$ cat src/rtl/mbm_pkg.sv
// Shared widths and rounding helper for the Mitchell antilog stage.
package mbm_pkg;

  localparam int MBM_N_DEF = 8;
  localparam int MBM_L_DEF = 3;

  function automatic int char_w(input int l);
    return l + 1;
  endfunction

  function automatic int prod_w(input int n);
    return 2 * n;
  endfunction

  function automatic int shift_w(input int n);
    return 3 * n - 1;
  endfunction

  // Half an output LSB, only when low bits are about to be shifted out.
  function automatic logic [63:0] rnd_const(input int n, input int e);
    if (e < n - 1) return 64'(1) << (n - 2);
    else           return '0;
  endfunction

  localparam int MBM_CHAR_W  = char_w(MBM_L_DEF);
  localparam int MBM_PROD_W  = prod_w(MBM_N_DEF);
  localparam int MBM_SHIFT_W = shift_w(MBM_N_DEF);

endpackage

$ cat src/rtl/mbm_barrel_shift.sv
// Antilog shift: product = (m << e) >> (N-1), zero-forced.
// MBM_ROUND_EN selects round-to-nearest (ties up) instead of truncation.
module mbm_barrel_shift
  import mbm_pkg::*;
#(
  parameter int N = MBM_N_DEF,
  parameter int L = MBM_L_DEF
) (
  input  logic [N-1:0]   m,
  input  logic [L:0]     e,
  input  logic           zero,
  output logic [2*N-1:0] product
);

  localparam int SW = shift_w(N);
  localparam int PW = prod_w(N);

  logic [SW-1:0] wide;

  always_comb begin
    wide = SW'(m) << e;
`ifdef MBM_ROUND_EN
    wide = wide + SW'(rnd_const(N, int'(e)));
`else
    wide = wide;
`endif
    product = zero ? '0 : PW'(wide >> (N - 1));
  end

endmodule

$ cat src/rtl/mbm_antilog_stage.sv
// Two-stage elastic antilog pipeline: exponent/mantissa register, then shifted product.
// Rounding mode follows MBM_ROUND_EN inside mbm_barrel_shift; handshake is identical.
module mbm_antilog_stage
  import mbm_pkg::*;
#(
  parameter int N = MBM_N_DEF,
  parameter int L = MBM_L_DEF
) (
  input  logic           clk,
  input  logic           rst_n,
  input  logic           in_valid,
  output logic           in_ready,
  input  logic [L:0]     k_sum,
  input  logic           carry,
  input  logic [N-2:0]   fractional,
  input  logic           zero_in,
  output logic           out_valid,
  input  logic           out_ready,
  output logic [2*N-1:0] product
);

  localparam int CW = char_w(L);
  localparam int PW = prod_w(N);

  logic [2:1]    vld_pipe;
  logic [CW-1:0] e_q;
  logic [N-1:0]  m_q;
  logic          zero_q;
  logic          ld1, ld2;
  logic [PW-1:0] shifted;

  // A stage loads when empty or when its occupant moves on this cycle.
  assign ld2       = !vld_pipe[2] || out_ready;
  assign ld1       = !vld_pipe[1] || ld2;
  assign in_ready  = rst_n && ld1;
  assign out_valid = vld_pipe[2];

  mbm_barrel_shift #(.N(N), .L(L)) u_shift (
    .m       (m_q),
    .e       (e_q),
    .zero    (zero_q),
    .product (shifted)
  );

  always_ff @(posedge clk or negedge rst_n) begin
    if (!rst_n) begin
      vld_pipe <= '0;
      e_q      <= '0;
      m_q      <= '0;
      zero_q   <= 1'b0;
      product  <= '0;
    end else begin
      if (ld1) begin
        vld_pipe[1] <= in_valid;
        if (in_valid) begin
          e_q    <= k_sum + CW'(carry);
          m_q    <= {1'b1, fractional};
          zero_q <= zero_in;
        end
      end
      if (ld2) begin
        vld_pipe[2] <= vld_pipe[1];
        if (vld_pipe[1]) product <= shifted;
      end
    end
  end

endmodule

$ cat config.mk
export PLATFORM = sky130hd
export DESIGN_NAME = mbm_antilog_stage
export DESIGN_NICKNAME = d
export VERILOG_FILES = /design/src/rtl/mbm_pkg.sv /design/src/rtl/mbm_barrel_shift.sv /design/src/rtl/mbm_antilog_stage.sv
export SDC_FILE = /design/constraint.sdc
export NUM_CORES = 1
export LEC_CHECK = 0
export CAP_MARGIN = 20
export CORE_MARGIN = 10
export CORE_UTILIZATION = 50
export CTS_BUF_LIST = sky130_fd_sc_hd__clkbuf_2
export DETAILED_ROUTE_END_ITERATION = 8
export GPL_TIMING_DRIVEN = 0
export PLACE_DENSITY = 0.79
export REMOVE_ABC_BUFFERS = 1
export SKIP_LAST_GASP = 1
export SYNTH_ARGS = -nofsm -noshare
export SYNTH_HDL_FRONTEND = slang
export SYNTH_SLANG_ARGS = --single-unit
$ cat constraint.sdc
create_clock -name clk -period 2.1 [get_ports clk]
set_input_delay 0.315 -clock clk [delete_from_list [all_inputs] [get_ports clk]]
set_output_delay 0.315 -clock clk [all_outputs]
set_load 0.1 [all_outputs]
# ---- Word-level counts from Yosys, hierarchy flattened
# Cells that the tools add are included.
dict set report op_classes {
  addsub 1
  mul 0
  div_mod_pow 0
  order_cmp 0
  n_eq_ne 0
  shifts 1
  muxes 1
  n_bitwise 0
  n_reduce_logical 7
}
# op n
set op_table {}
lappend op_table {{8-bit by 4-bit << shifter with 23-bit output} 1}
lappend op_table {{16-bit 2-to-1 mux} 1}
lappend op_table {{4-bit by 1-bit adder with 4-bit output} 1}
lappend op_table {{2-bit AND reduction} 2}
lappend op_table {{1-bit zero test} 2}
lappend op_table {{1-bit logical OR} 2}
lappend op_table {{1-bit logical AND} 1}
dict set report word_totals {
  register_bits 31
  latch_bits 0
  mem_bits_rw 0
  mem_bits_ro 0
  inputBits 17
  out_inout_bits 18
  wordCells 16
  memories 0
}

# ---- Longest topological paths before layout
dict set report logic_depth {
  ltp_word 4
  depth_mapped 6
  ltp_nobuf 5
}

# ---- Cells and area by module
# A second synthesis with hierarchy kept.
dict set report hier_totals {
  cells_unflattened 147
  area_unflattened_um2 1803.0
}
# module instances cells_each area_per_inst_um2 seq_area_each_um2
set modules_own_cells {}
lappend modules_own_cells {mbm_antilog_stage 1 74 1273.7 775.7}
lappend modules_own_cells {mbm_barrel_shift 1 73 529.3 0.0}

# ---- Worst setup path before layout
# Ideal clock, no wire load.
dict set report synth_timing {
  path_kind {reg2out}
  from {reg vld_pipe[2] (netlist bit)}
  to {out in_ready}
  arrival_time_ns 1.787
  required_time_ns 1.785
  path_slack_ns -0.002
  path_stages_with_launch 3
  n_path_buf 0
  cell_sequence {dfrtp_1 > nand3b_1 > and2_1}
}
dict set report synth_between {
  elab_chain_len 4
}
# element line
set synth_rtl {}
lappend synth_rtl {{from (decl)} mbm_antilog_stage.sv:25} ;# logic [2:1] vld_pipe;
lappend synth_rtl {{1-bit zero test} mbm_antilog_stage.sv:33} ;# assign ld2 = !vld_pipe[2] || out_ready;
lappend synth_rtl {{1-bit logical OR} mbm_antilog_stage.sv:33}
lappend synth_rtl {{1-bit logical OR} mbm_antilog_stage.sv:34} ;# assign ld1 = !vld_pipe[1] || ld2;
lappend synth_rtl {{1-bit logical AND} mbm_antilog_stage.sv:35} ;# assign in_ready = rst_n && ld1;
lappend synth_rtl {{to (decl)} mbm_antilog_stage.sv:12} ;# output logic in_ready,
# No other way between the ends.

# ---- Final worst setup path
dict set report layout_timing {
  from {in out_ready}
  to {out in_ready}
}
dict set report layout_between {
  elab_chain_len 3
}
# element line
set layout_rtl {}
lappend layout_rtl {{from (decl)} mbm_antilog_stage.sv:18} ;# input logic out_ready,
lappend layout_rtl {{1-bit logical OR} mbm_antilog_stage.sv:33}
lappend layout_rtl {{1-bit logical OR} mbm_antilog_stage.sv:34}
lappend layout_rtl {{1-bit logical AND} mbm_antilog_stage.sv:35}
# No other way between the ends.

==> summary.md <==
The number of failing setup endpoints in the final timing report is 0, and the die height is 75.8 um. The logs give 0.499 for the portion of the post-synthesis area used by sequential elements and 1.78 ns for the data required time at the worst endpoint. The number of hold violations in the final report is 0, and the number of global-route vias before repair is 1235.

Counting flops and latches in the post-synthesis netlist gives 31. The share of the clock period used by the worst path after layout was 0.937; the multi-input gate area in the final layout was 731 um^2. The global routing stage identified its most utilized layer as met2. The clock buffer count from CTS was 5; the met1 track utilization from global routing was 0.142. Across the VDD grid, the largest voltage drop is 0.422 mV. Traced cell by cell, the critical path runs through clkdlybuf4s50_1 > nand3b_1 > and2_1 > clkdlybuf4s15_2. The tools report the maximum level of the CTS H-tree as 2. The overall routing resource usage is 0.129, and the worst hold path cell count is 2.

Final layout net count: 193. The die covers 5740 um^2. The tools report the starting density of the core as 0.518.

The floorplan has 20 rows. The worst reg2reg path endpoint is product[2]. 35 I/O pins were placed. Counting along the longest clock path gives a buffer depth of 2. The source-to-sink clock delay at the later pin of the worst-skew pair is 0.35 ns, and the final antenna diode count is 0.

Leaving out fill and tap cells, the most frequent cell in the layout is sky130_fd_sc_hd__dfrtp_1. The routability congestion estimate from global placement was 0.830. For hold timing, the worst endpoint is product[15].

Setup repair after global routing left no endpoint under its margin. In this run the worst hold path is classified as register to register. Port buffering added 34 buffers. The post-CTS setup-driven buffer insertion count came out at 0. The flow ran to the end, and the final reports show no timing, DRC or antenna violations.

Synthesis handed over a netlist of 137 instances. The startpoint identified for the worst register-to-register timing path is e_q[0]. The post-layout minimum cycle time was 1.97 ns. The tools report the capturing element type of the critical path as an output pin. The largest stage delay on the critical path is 0.55 ns.

The transition at the pin with the smallest max-transition slack was 0.964 ns. Area of all sequential standard cells: 776 um^2. TritonCTS built the clock tree. For this block, the routed nets add up to 3320 um of wire. Summing over every cut layer, the via total after detailed routing is 1179.

The first global-routing pass estimated 5680 um of wire. Detailed-route vias per instance: 5.72. Launching element type of the critical path: an input port.

After detailed routing, the average wire length per cell comes to 16.1 um. The synthesized netlist occupies a cell area of 1560 um^2. The logs give 75 for the iteration-0 DRC count of the detailed router and 0 for the detailed-route DRC error count. For the count of warnings emitted by yosys, the log shows 0. The hold path startpoint is product[15]. The run gives 0 as the max capacitance violation total.

The logs give 240 for the filler cell count in the final layout and 31 for the clock sink count. The number of distinct library cells after synthesis is 36. The depth of the most critical reg-to-reg path is 4. Clock-pin slew was measured on the worst setup and hold paths at 0.13 ns. The tools report the residual overflow from global routing as 0. The count of placed standard cells including taps came out at 198.

The critical path buffer and inverter count works out to 2. At the worst endpoint, the arrival time is 1.65 ns. The run gives 0.00568 ns as the worst clock skew. The core area came out at 3000 um^2. In the layout the commonest cells are 31 x sky130_fd_sc_hd__dfrtp_1, 17 x sky130_fd_sc_hd__dlygate4sd2_1, 16 x sky130_fd_sc_hd__mux2_2. The tree is rooted in a sky130_fd_sc_hd__clkbuf_2.

With fillers left out, the area of the finished cells amounts to 1950 um^2. Yosys attributes the largest share of cell area to sky130_fd_sc_hd__dfrtp_1 50%, sky130_fd_sc_hd__mux2_2 12%, sky130_fd_sc_hd__mux2i_1 6.4%. The tools report the first-pass iteration count of the detailed router as 4. Kind of cell adding the most delay to the critical path: buffers and inverters.

The cell type of the slowest stage on the worst timing path is sky130_fd_sc_hd__clkdlybuf4s15_2. Once placement finished, the instance area stood at 1910 um^2. The logs give 0 for the final number of max-transition violations and 20 for the maximum number of pins on one net before global-route repair. The tools report the slack of the worst reg-to-reg path as 0.21 ns. The biggest area contributor in the post-synthesis netlist is sky130_fd_sc_hd__dfrtp_1. The number of nets with antenna violations after routing is 0.

The initial antenna violation count is 0. The fraction of layout instances using a drive strength above 1 is 0.179, and the chip width is 75.8 um. The average cell area after synthesis is 11.4 um^2. The logs give 2670 um for the half-perimeter wire length of the detailed placement result and 206 for the final cell count without fillers. The tools report the headroom to the max-slew limit as 0.360. The type of the worst setup path is input port to output pin.

Along the worst path, the maximum fanout reaches 3. The run gives 508 MHz as the highest clock frequency the design can meet. Global routing usage on met2: 0.211.

Dividing total power by cell area gives a power density of 1050 nW/um^2. The top-area cell type share of the netlist area was 0.499. The synthesis-to-finish area growth is 25.1%, and the standby leakage power is 0.926 nW.

The routing usage on met3 is 0.0586.
==> layout make-up <==
| type | instances | share of cell area |
|---|---|---|
| flip-flops and latches | 31 | 0.399 |
| multi-input cells | 96 | 0.376 |
| repair buffers | 37 | 0.183 |
| well taps | 33 | 0.0212 |
| clock buffers | 6 | 0.0154 |
| inverters | 3 | 0.00579 |
==> per-stage QoR <==
step / total power, mW / setup slack, ns / hold WS (ns) / util / TNS, ns
2_1_floorplan: 1.57 / -0.00238 / 0.0194 / - / -0.00238
3_3_place_gp: 1.82 / -1.33 / 0.469 / 0.633 / -1.33
3_5_place_dp: 1.85 / -1.08 / 0.470 / 0.638 / -1.08
4_1_cts: 2.05 / 0.130 / 0.495 / 0.648 / 0
5_1_grt: 2.15 / 0.0925 / 0.506 / 0.648 / 0
6_report: 2.04 / 0.132 / 0.487 / 0.648 / 0
==> synth_stat cells, drive strengths merged <==
master    n
ha        2
nand3     3
mux4      1
a21oi     4
or3       1
nor4      3
xnor2     1
xor2      1
nand3b    1
a2111oi   1
mux2     17
o22ai     1
or4       2
mux2i    10
nor3      5
a32oi     1
a221o     3
nor2      2
o21a      1
nor2b     1
a211o     2
inv       3
buf       4
dfrtp    31
o21ai     8
o31ai     2
nand2b    5
nand2    15
a22o      2
and2      1
clkbuf    3
==> registers in the layout (all words and copies together) (netlist names) <==
register	cells
zero_q	1
product	16
e_q	4
m_q	8
vld_pipe	2
==> where the power goes <==
group          internal [mW]  total [mW]  switching [mW]
sequential             0.697       0.806           0.109
clock                 0.0752       0.252           0.177
combinational          0.275       0.977           0.702
total                   1.05        2.04           0.988
==> cell families after synthesis <==
logic type | synth area share
simple gates | 0.126
flops | 0.499
mux | 0.204
compound gates | 0.112
buf+inv | 0.0314
xor+xnor | 0.0113
fa+ha+maj | 0.0161
==> layer usage <==
layer | part of all wire | vias to the layer above
met5 | 0 | -
met1 | 0.42 | 553
met2 | 0.47 | 41
met4 | 0.026 | 0
met3 | 0.083 | 11
li1 | - | 574
==> repair_timing <==
action,CTS,global route
endpoints found under the hold margin,16,0
hold buffers,2,0
setup endpoints to repair,18,0
resized for setup,23,0
==> worst max-delay path by stage <==
| stage | start | end | slack [ns] | cells after the start |
|---|---|---|---|---|
| final | out_ready | in_ready | 0.13 | 4 |
| after global routing | out_ready | in_ready | 0.09 | 4 |
| after CTS | vld_pipe[2] | out_valid | 0.13 | 1 |
| after detailed placement | rst_n | in_ready | -1.08 | 4 |
| after global placement | rst_n | in_ready | -1.33 | 3 |
| after floorplan | vld_pipe[2] | in_ready | -0.002 | 2 |
==> worst min-delay path: cells and delay by family, from the launching register on <==
kind	cells	cell delay, ns
AOI/OAI and AO/OA	1	0.06
DFF	1	0.36
and+or+nand+nor	1	0.04
Note: power is estimated with default switching activity, not from simulation.
